$ cat src/rtl/serial_arith_pkg.sv
`default_nettype none
// ============================================================================
// Module      : serial_arith_pkg
// Description : Shared types and defaults for the bit-serial arithmetic units.
// Revision    : 1.0 - initial release
// ============================================================================
package serial_arith_pkg;

  localparam int SERIAL_ARITH_DEFAULT_WIDTH = 8;

  typedef enum logic [1:0] {
    IDLE = 2'd0,
    RUN  = 2'd1,
    DONE = 2'd2
  } state_e;

endpackage
`default_nettype wire

$ cat src/rtl/full_subtractor.sv
`default_nettype none
// ============================================================================
// Module      : full_subtractor
// Description : Combinational 1-bit full subtractor built from two
//               half-subtractor stages.
// Revision    : 1.0 - initial release
// ============================================================================
module full_subtractor (
  input  logic x,
  input  logic y,
  input  logic bin,
  output logic d,
  output logic bout
);

  logic hs1_d;
  logic hs1_b;
  logic hs2_b;

  assign hs1_d = x ^ y;
  assign hs1_b = ~x & y;
  assign d     = hs1_d ^ bin;
  assign hs2_b = ~hs1_d & bin;
  assign bout  = hs1_b | hs2_b;

endmodule
`default_nettype wire

$ cat src/rtl/serial_subtractor.sv
`default_nettype none
// ============================================================================
// Module      : serial_subtractor
// Description : Bit-serial a - b, LSB first, one bit per clock through a
//               single full-subtractor cell. Valid/ready on both sides.
//               SERIAL_SUB_SIGNED_OVF_EN enables the signed-overflow flag.
// Revision    : 1.0 - initial release
// ============================================================================
module serial_subtractor
  import serial_arith_pkg::*;
#(
  parameter int WIDTH = SERIAL_ARITH_DEFAULT_WIDTH
) (
  input  logic             clk,
  input  logic             rst,
  input  logic             in_valid,
  output logic             in_ready,
  input  logic [WIDTH-1:0] a,
  input  logic [WIDTH-1:0] b,
  output logic             out_valid,
  input  logic             out_ready,
  output logic [WIDTH-1:0] diff,
  output logic             borrow,
  output logic             ovf
);

  localparam int              CNT_W    = $clog2(WIDTH);
  localparam logic [CNT_W-1:0] LAST_CNT = CNT_W'(WIDTH - 1);

  state_e           state_q, state_d;
  logic [WIDTH-1:0] sa_q, sa_d;
  logic [WIDTH-1:0] sb_q, sb_d;
  logic [WIDTH-1:0] res_q, res_d;
  logic [WIDTH-1:0] diff_q, diff_d;
  logic [CNT_W-1:0] cnt_q, cnt_d;
  logic             bff_q, bff_d;
  logic             borrow_q, borrow_d;
  logic             in_ready_q, in_ready_d;
  logic             out_valid_q, out_valid_d;

  logic             fs_d;
  logic             fs_bout;
  logic             last_bit;

  full_subtractor u_fs (
    .x    (sa_q[0]),
    .y    (sb_q[0]),
    .bin  (bff_q),
    .d    (fs_d),
    .bout (fs_bout)
  );

  assign last_bit = (cnt_q == LAST_CNT);

  always_ff @(posedge clk) begin
    if (rst) begin
      state_q     <= IDLE;
      sa_q        <= '0;
      sb_q        <= '0;
      res_q       <= '0;
      diff_q      <= '0;
      cnt_q       <= '0;
      bff_q       <= 1'b0;
      borrow_q    <= 1'b0;
      in_ready_q  <= 1'b1;
      out_valid_q <= 1'b0;
    end else begin
      state_q     <= state_d;
      sa_q        <= sa_d;
      sb_q        <= sb_d;
      res_q       <= res_d;
      diff_q      <= diff_d;
      cnt_q       <= cnt_d;
      bff_q       <= bff_d;
      borrow_q    <= borrow_d;
      in_ready_q  <= in_ready_d;
      out_valid_q <= out_valid_d;
    end
  end

  always_comb begin
    state_d     = state_q;
    sa_d        = sa_q;
    sb_d        = sb_q;
    res_d       = res_q;
    diff_d      = diff_q;
    cnt_d       = cnt_q;
    bff_d       = bff_q;
    borrow_d    = borrow_q;
    in_ready_d  = in_ready_q;
    out_valid_d = out_valid_q;

    case (state_q)
      IDLE: begin
        if (in_valid) begin
          sa_d       = a;
          sb_d       = b;
          bff_d      = 1'b0;
          cnt_d      = '0;
          in_ready_d = 1'b0;
          state_d    = RUN;
        end
      end
      RUN: begin
        // Result bits enter at the MSB so the LSB-first stream lands in place.
        sa_d  = sa_q >> 1;
        sb_d  = sb_q >> 1;
        res_d = {fs_d, res_q[WIDTH-1:1]};
        bff_d = fs_bout;
        cnt_d = cnt_q + 1'b1;
        if (last_bit) begin
          diff_d      = res_d;
          borrow_d    = fs_bout;
          out_valid_d = 1'b1;
          state_d     = DONE;
        end
      end
      DONE: begin
        if (out_ready) begin
          out_valid_d = 1'b0;
          in_ready_d  = 1'b1;
          state_d     = IDLE;
        end
      end
      default: begin
        out_valid_d = 1'b0;
        in_ready_d  = 1'b1;
        state_d     = IDLE;
      end
    endcase
  end

`ifdef SERIAL_SUB_SIGNED_OVF_EN
  logic ovf_q;

  // On the last bit the cell operands are the sign bits of a and b.
  always_ff @(posedge clk) begin
    if (rst) begin
      ovf_q <= 1'b0;
    end else if (state_q == RUN && last_bit) begin
      ovf_q <= (sa_q[0] ^ sb_q[0]) & (sa_q[0] ^ fs_d);
    end
  end

  assign ovf = ovf_q;
`else
  assign ovf = 1'b0;
`endif

  assign in_ready  = in_ready_q;
  assign out_valid = out_valid_q;
  assign diff      = diff_q;
  assign borrow    = borrow_q;

endmodule
`default_nettype wire
$ cat config.mk
export PLATFORM = sky130hd
export DESIGN_NAME = serial_subtractor
export DESIGN_NICKNAME = d
export VERILOG_FILES = /design/src/rtl/serial_arith_pkg.sv /design/src/rtl/full_subtractor.sv /design/src/rtl/serial_subtractor.sv
export SDC_FILE = /design/constraint.sdc
export NUM_CORES = 1
export LEC_CHECK = 0
export CORE_UTILIZATION = 29
export CTS_CLUSTER_SIZE = 25
export DETAILED_ROUTE_END_ITERATION = 8
export GPL_TIMING_DRIVEN = 0
export PLACE_DENSITY = 0.46
export SETUP_SLACK_MARGIN = 0.05
export SKIP_LAST_GASP = 1
export SLEW_MARGIN = 20
export SYNTH_ARGS = -nofsm -noshare
export SYNTH_HDL_FRONTEND = slang
export SYNTH_SLANG_ARGS = --single-unit
$ cat constraint.sdc
create_clock -name clk -period 2.4 [get_ports clk]
set_input_delay 0.48 -clock clk [delete_from_list [all_inputs] [get_ports clk]]
set_output_delay 0.48 -clock clk [all_outputs]
set_load 0.005 [all_outputs]
==> impl_results.rst <==
.. list-table::
   :header-rows: 1

   * - Metric
     - Value
   * - Status
     - complete, no violations
   * - Post-Synthesis Net Count
     - 203
   * - Combinational power share
     - 11.9%
   * - H-tree levels
     - 2
   * - Clock power share
     - a little under two fifths
   * - Cell variety after synth
     - 31
   * - Worst min-delay path category
     - reg -> reg
   * - Cell Pwr Density
     - 652 mW/mm2
   * - Yosys warns
     - 0
   * - Global-route usage over all layers
     - between 10% and 20%
   * - DR vias
     - 1,302
   * - Unrepaired setup endpoints after global routing
     - false
   * - Maximum number of pins on one net before global-route repair
     - 13
   * - Max_cap viols
     - 0
   * - Kind of start point of the critical path
     - input pin
   * - Dominant register cell in the synthesized netlist
     - dfxtp_1
   * - Effective utilization at floorplan
     - between 30% and 40%
   * - Via count of the first global-routing pass
     - 1,258
   * - CTS tree
     - done
   * - DRC viols
     - 0
   * - Post-layout net count
     - 239
   * - Worst EP arrival
     - between 1500 and 2000 ps
   * - Final setup vio count
     - 0
   * - FFs w/ async S/R, synth
     - 0%
   * - Post-Synthesis Cells
     - 180
   * - TritonCTS Buffers
     - 5
   * - Portion of synthesized cell area occupied by the leading cell type
     - 47.6%
   * - Switching Power
     - around 0.00033 W
   * - Max Transition Viols Final
     - 0
   * - Biggest area contributors in the synthesized netlist
     - dfxtp_1 48%, o221ai_2 8.0%, nand2_1 6.7%
   * - Half-perimeter wire length of the detailed placement result
     - 2590 um
   * - Post-CTS setup buffer count
     - 0
   * - Total Wirelength
     - roughly 3500 um
   * - CP Cell Sequence
     - clkdlybuf4s50_1, or3b_4, buf_6, buf_12, o221ai_2, a21oi_2
   * - Internal power consumption
     - 0.00109 W
   * - Grt met2 use
     - 20.0%
   * - Category of cells accounting for the largest share of critical-path delay
     - buffers and inverters
   * - Largest driver fanout on the critical path
     - 10
   * - Relative contribution of sequential cells to total power
     - around half
   * - Measured slew at the worst slew-check pin
     - 735 ps
   * - Period Utilization, post-route
     - 71.7%
   * - Global Route met3 Usage
     - under 10%
   * - Number of cells on the critical path
     - 6
   * - Detailed-route vias per instance
     - ~4.5
   * - Fraction of met1 tracks used by global routing
     - 16.1%
   * - Antenna violations before repair
     - 0
   * - Drt wl/cell
     - 12.0 um
   * - Cell taking the most area after synthesis
     - dfxtp_1
   * - Chip height
     - 78.2 um
   * - WHS Path Cells
     - 2
   * - Share of synthesized area occupied by flip-flops and latches
     - 47.6%
   * - Library cell contributing the largest single delay on the critical path
     - clkdlybuf4s50_1
   * - Post-synth EDFFs
     - 0
   * - Net switching fraction of the power
     - between 20% and 30%
   * - Upper clock frequency limit
     - 581 MHz
   * - IR Drop Worst-Case VDD
     - around 270 uV
   * - Number of hold-repair buffers added at the cts stage
     - 0
   * - Layout overhead on the synthesized area
     - 29.0%
   * - Number of ports placed on the die boundary
     - 32
   * - Cell Rows
     - 27
   * - Leak
     - between 0.7 and 0.8 nW
   * - WP data required
     - roughly 2600 ps
   * - Most heavily used metal layer in global routing
     - met2
   * - Root Driver
     - clkbuf_8
   * - Max-slew headroom
     - 51.0%
   * - Post-cts gate resize count
     - 0
   * - Buffer depth of the longest clock path
     - 2
   * - Buf/Inv on CP
     - 3
   * - Total die area
     - 0.00611 mm2
   * - Number of I/O port buffers
     - 29
   * - Path depth of the worst reg2reg path
     - 4
   * - Clk slew on worst S/H paths
     - approximately 70 ps
   * - Worst setup path category
     - in -> reg
   * - Worst slack on hold paths
     - 449 ps
   * - Synthesized area
     - about 0.0017 mm2
   * - Detailed-router iteration count before antenna repair
     - 4
   * - Post-detailed-route count of antenna-violating nets
     - 0
   * - Die X
     - 78.2 um
   * - CP endpoint kind
     - flop
   * - Cell with the most instances after synthesis
     - dfxtp_1
   * - Detailed router's first-iteration violation count
     - 48
   * - Peak per-stage delay on the critical path
     - 500 ps
   * - Final count of hold timing violations
     - 0
   * - Syn Area/Cell
     - 9.34 um2
   * - Placeable core region
     - ~0.0055 mm2
   * - Global-route wire length before repair
     - 5970 um
   * - Total grt overflow
     - 0
   * - Clock period minus worst slack
     - 1720 ps
   * - Clock latency on the worst-skew pair
     - 290 ps
   * - Maximum clock skew at final layout
     - roughly 9.2 ps
   * - Post-synthesis register bit count
     - 40
   * - Diode insertion count for antenna repair
     - 0
   * - Aggregate negative setup slack
     - 0 ps
   * - Fraction of final layout cells sized beyond drive strength 1
     - 16.1%
   * - Weighted congestion at the end of routability-driven global placement
     - 0.689
   * - Post-synth top cells
     - 40 x dfxtp_1, 30 x nand2_1, 22 x a21oi_1, 17 x inv_1, 10 x nor2_1
   * - Clock sink total
     - 40
-- cells by family after synthesis --
logic type / count (synthesis) / share of synthesized area [%]
AOI/OAI and AO/OA: 54 / 25.8
and+or+nand+nor: 48 / 12.5
DFF: 40 / 47.6
buffers and inverters: 32 / 9.97
adders and majority gates: 3 / 2.68
muxes: 2 / 1.19
other: 1 / 0.223
-- metal layers --
metal | wire, um | part of all wire, %
met5 | 0 | 0
met4 | 48 | 1.4
met3 | 143 | 4.1
met2 | 1580 | 46
met1 | 1700 | 49
-- flip-flops by register name, summed over array words and instances (netlist names) --
| register | cells |
|---|---|
| sb_q | 8 |
| diff | 8 |
| borrow | 1 |
| in_ready | 1 |
| res_q | 7 |
| bff_q | 1 |
| sa_q | 8 |
| state_q | 2 |
| cnt_q | 3 |
| out_valid | 1 |
-- power by group through the flow --
stage               logic, W  clock network [W]  registers, W
floorplan           0.000112                  0      0.000723
global placement    0.000167                  0      0.000726
detailed placement  0.000170                  0      0.000727
CTS                 0.000171           0.000558      0.000712
global route        0.000186           0.000597      0.000716
finish              0.000168           0.000535      0.000711
-- layout by cell type, fill, tap and decap left out, drive strengths merged, types with 2 or more instances in the layout --
master / count
dfxtp: 40
a21oi: 31
nand2: 30
clkdlybuf4s50: 29
inv: 17
o221ai: 14
clkbuf: 11
nor2: 10
buf: 10
a22oi: 4
nand2b: 2
mux2i: 2
ha: 2
-- final cells by class --
class | instances | area, um2
fill | 578 | 3370
sequential | 40 | 801
multi-input combinational | 108 | 713
timing repair buffer | 29 | 290
buffer | 15 | 104
tap | 72 | 90.1
clock buffer | 6 | 72.6
inverter | 17 | 63.8
clock inverter | 2 | 35.0
-- worst register-to-register path, stage by stage, from the launching register on --
cell and delay (ps):
dfxtp_1 310, buf_6 130, o21bai_1 160, buf_1 580
a21oi_1 150
-- worst paths after layout --
kind / start / endpoint / slack [ps]
hold / removal: sa_q[2] / sa_q[2] / 450
hold reg to reg: sa_q[2] / sa_q[2] / 450
setup / recovery: in_valid / sa_q[5] / 680
setup reg to reg: state_q[0] / sa_q[3] / 930
-- metrics by stage --
step	total power, W	util, %	area [um2]	setup slack (ps)	cells
after floorplan	0.000835	-	1680	971	180
after global placement	0.000893	37.2	2060	360	281
after detailed placement	0.000898	37.2	2060	367	281
after CTS	0.00144	39.2	2170	683	289
after global routing	0.00150	39.2	2170	633	289
final	0.00142	39.2	2170	680	289
Power figures use the tool's default switching activity.
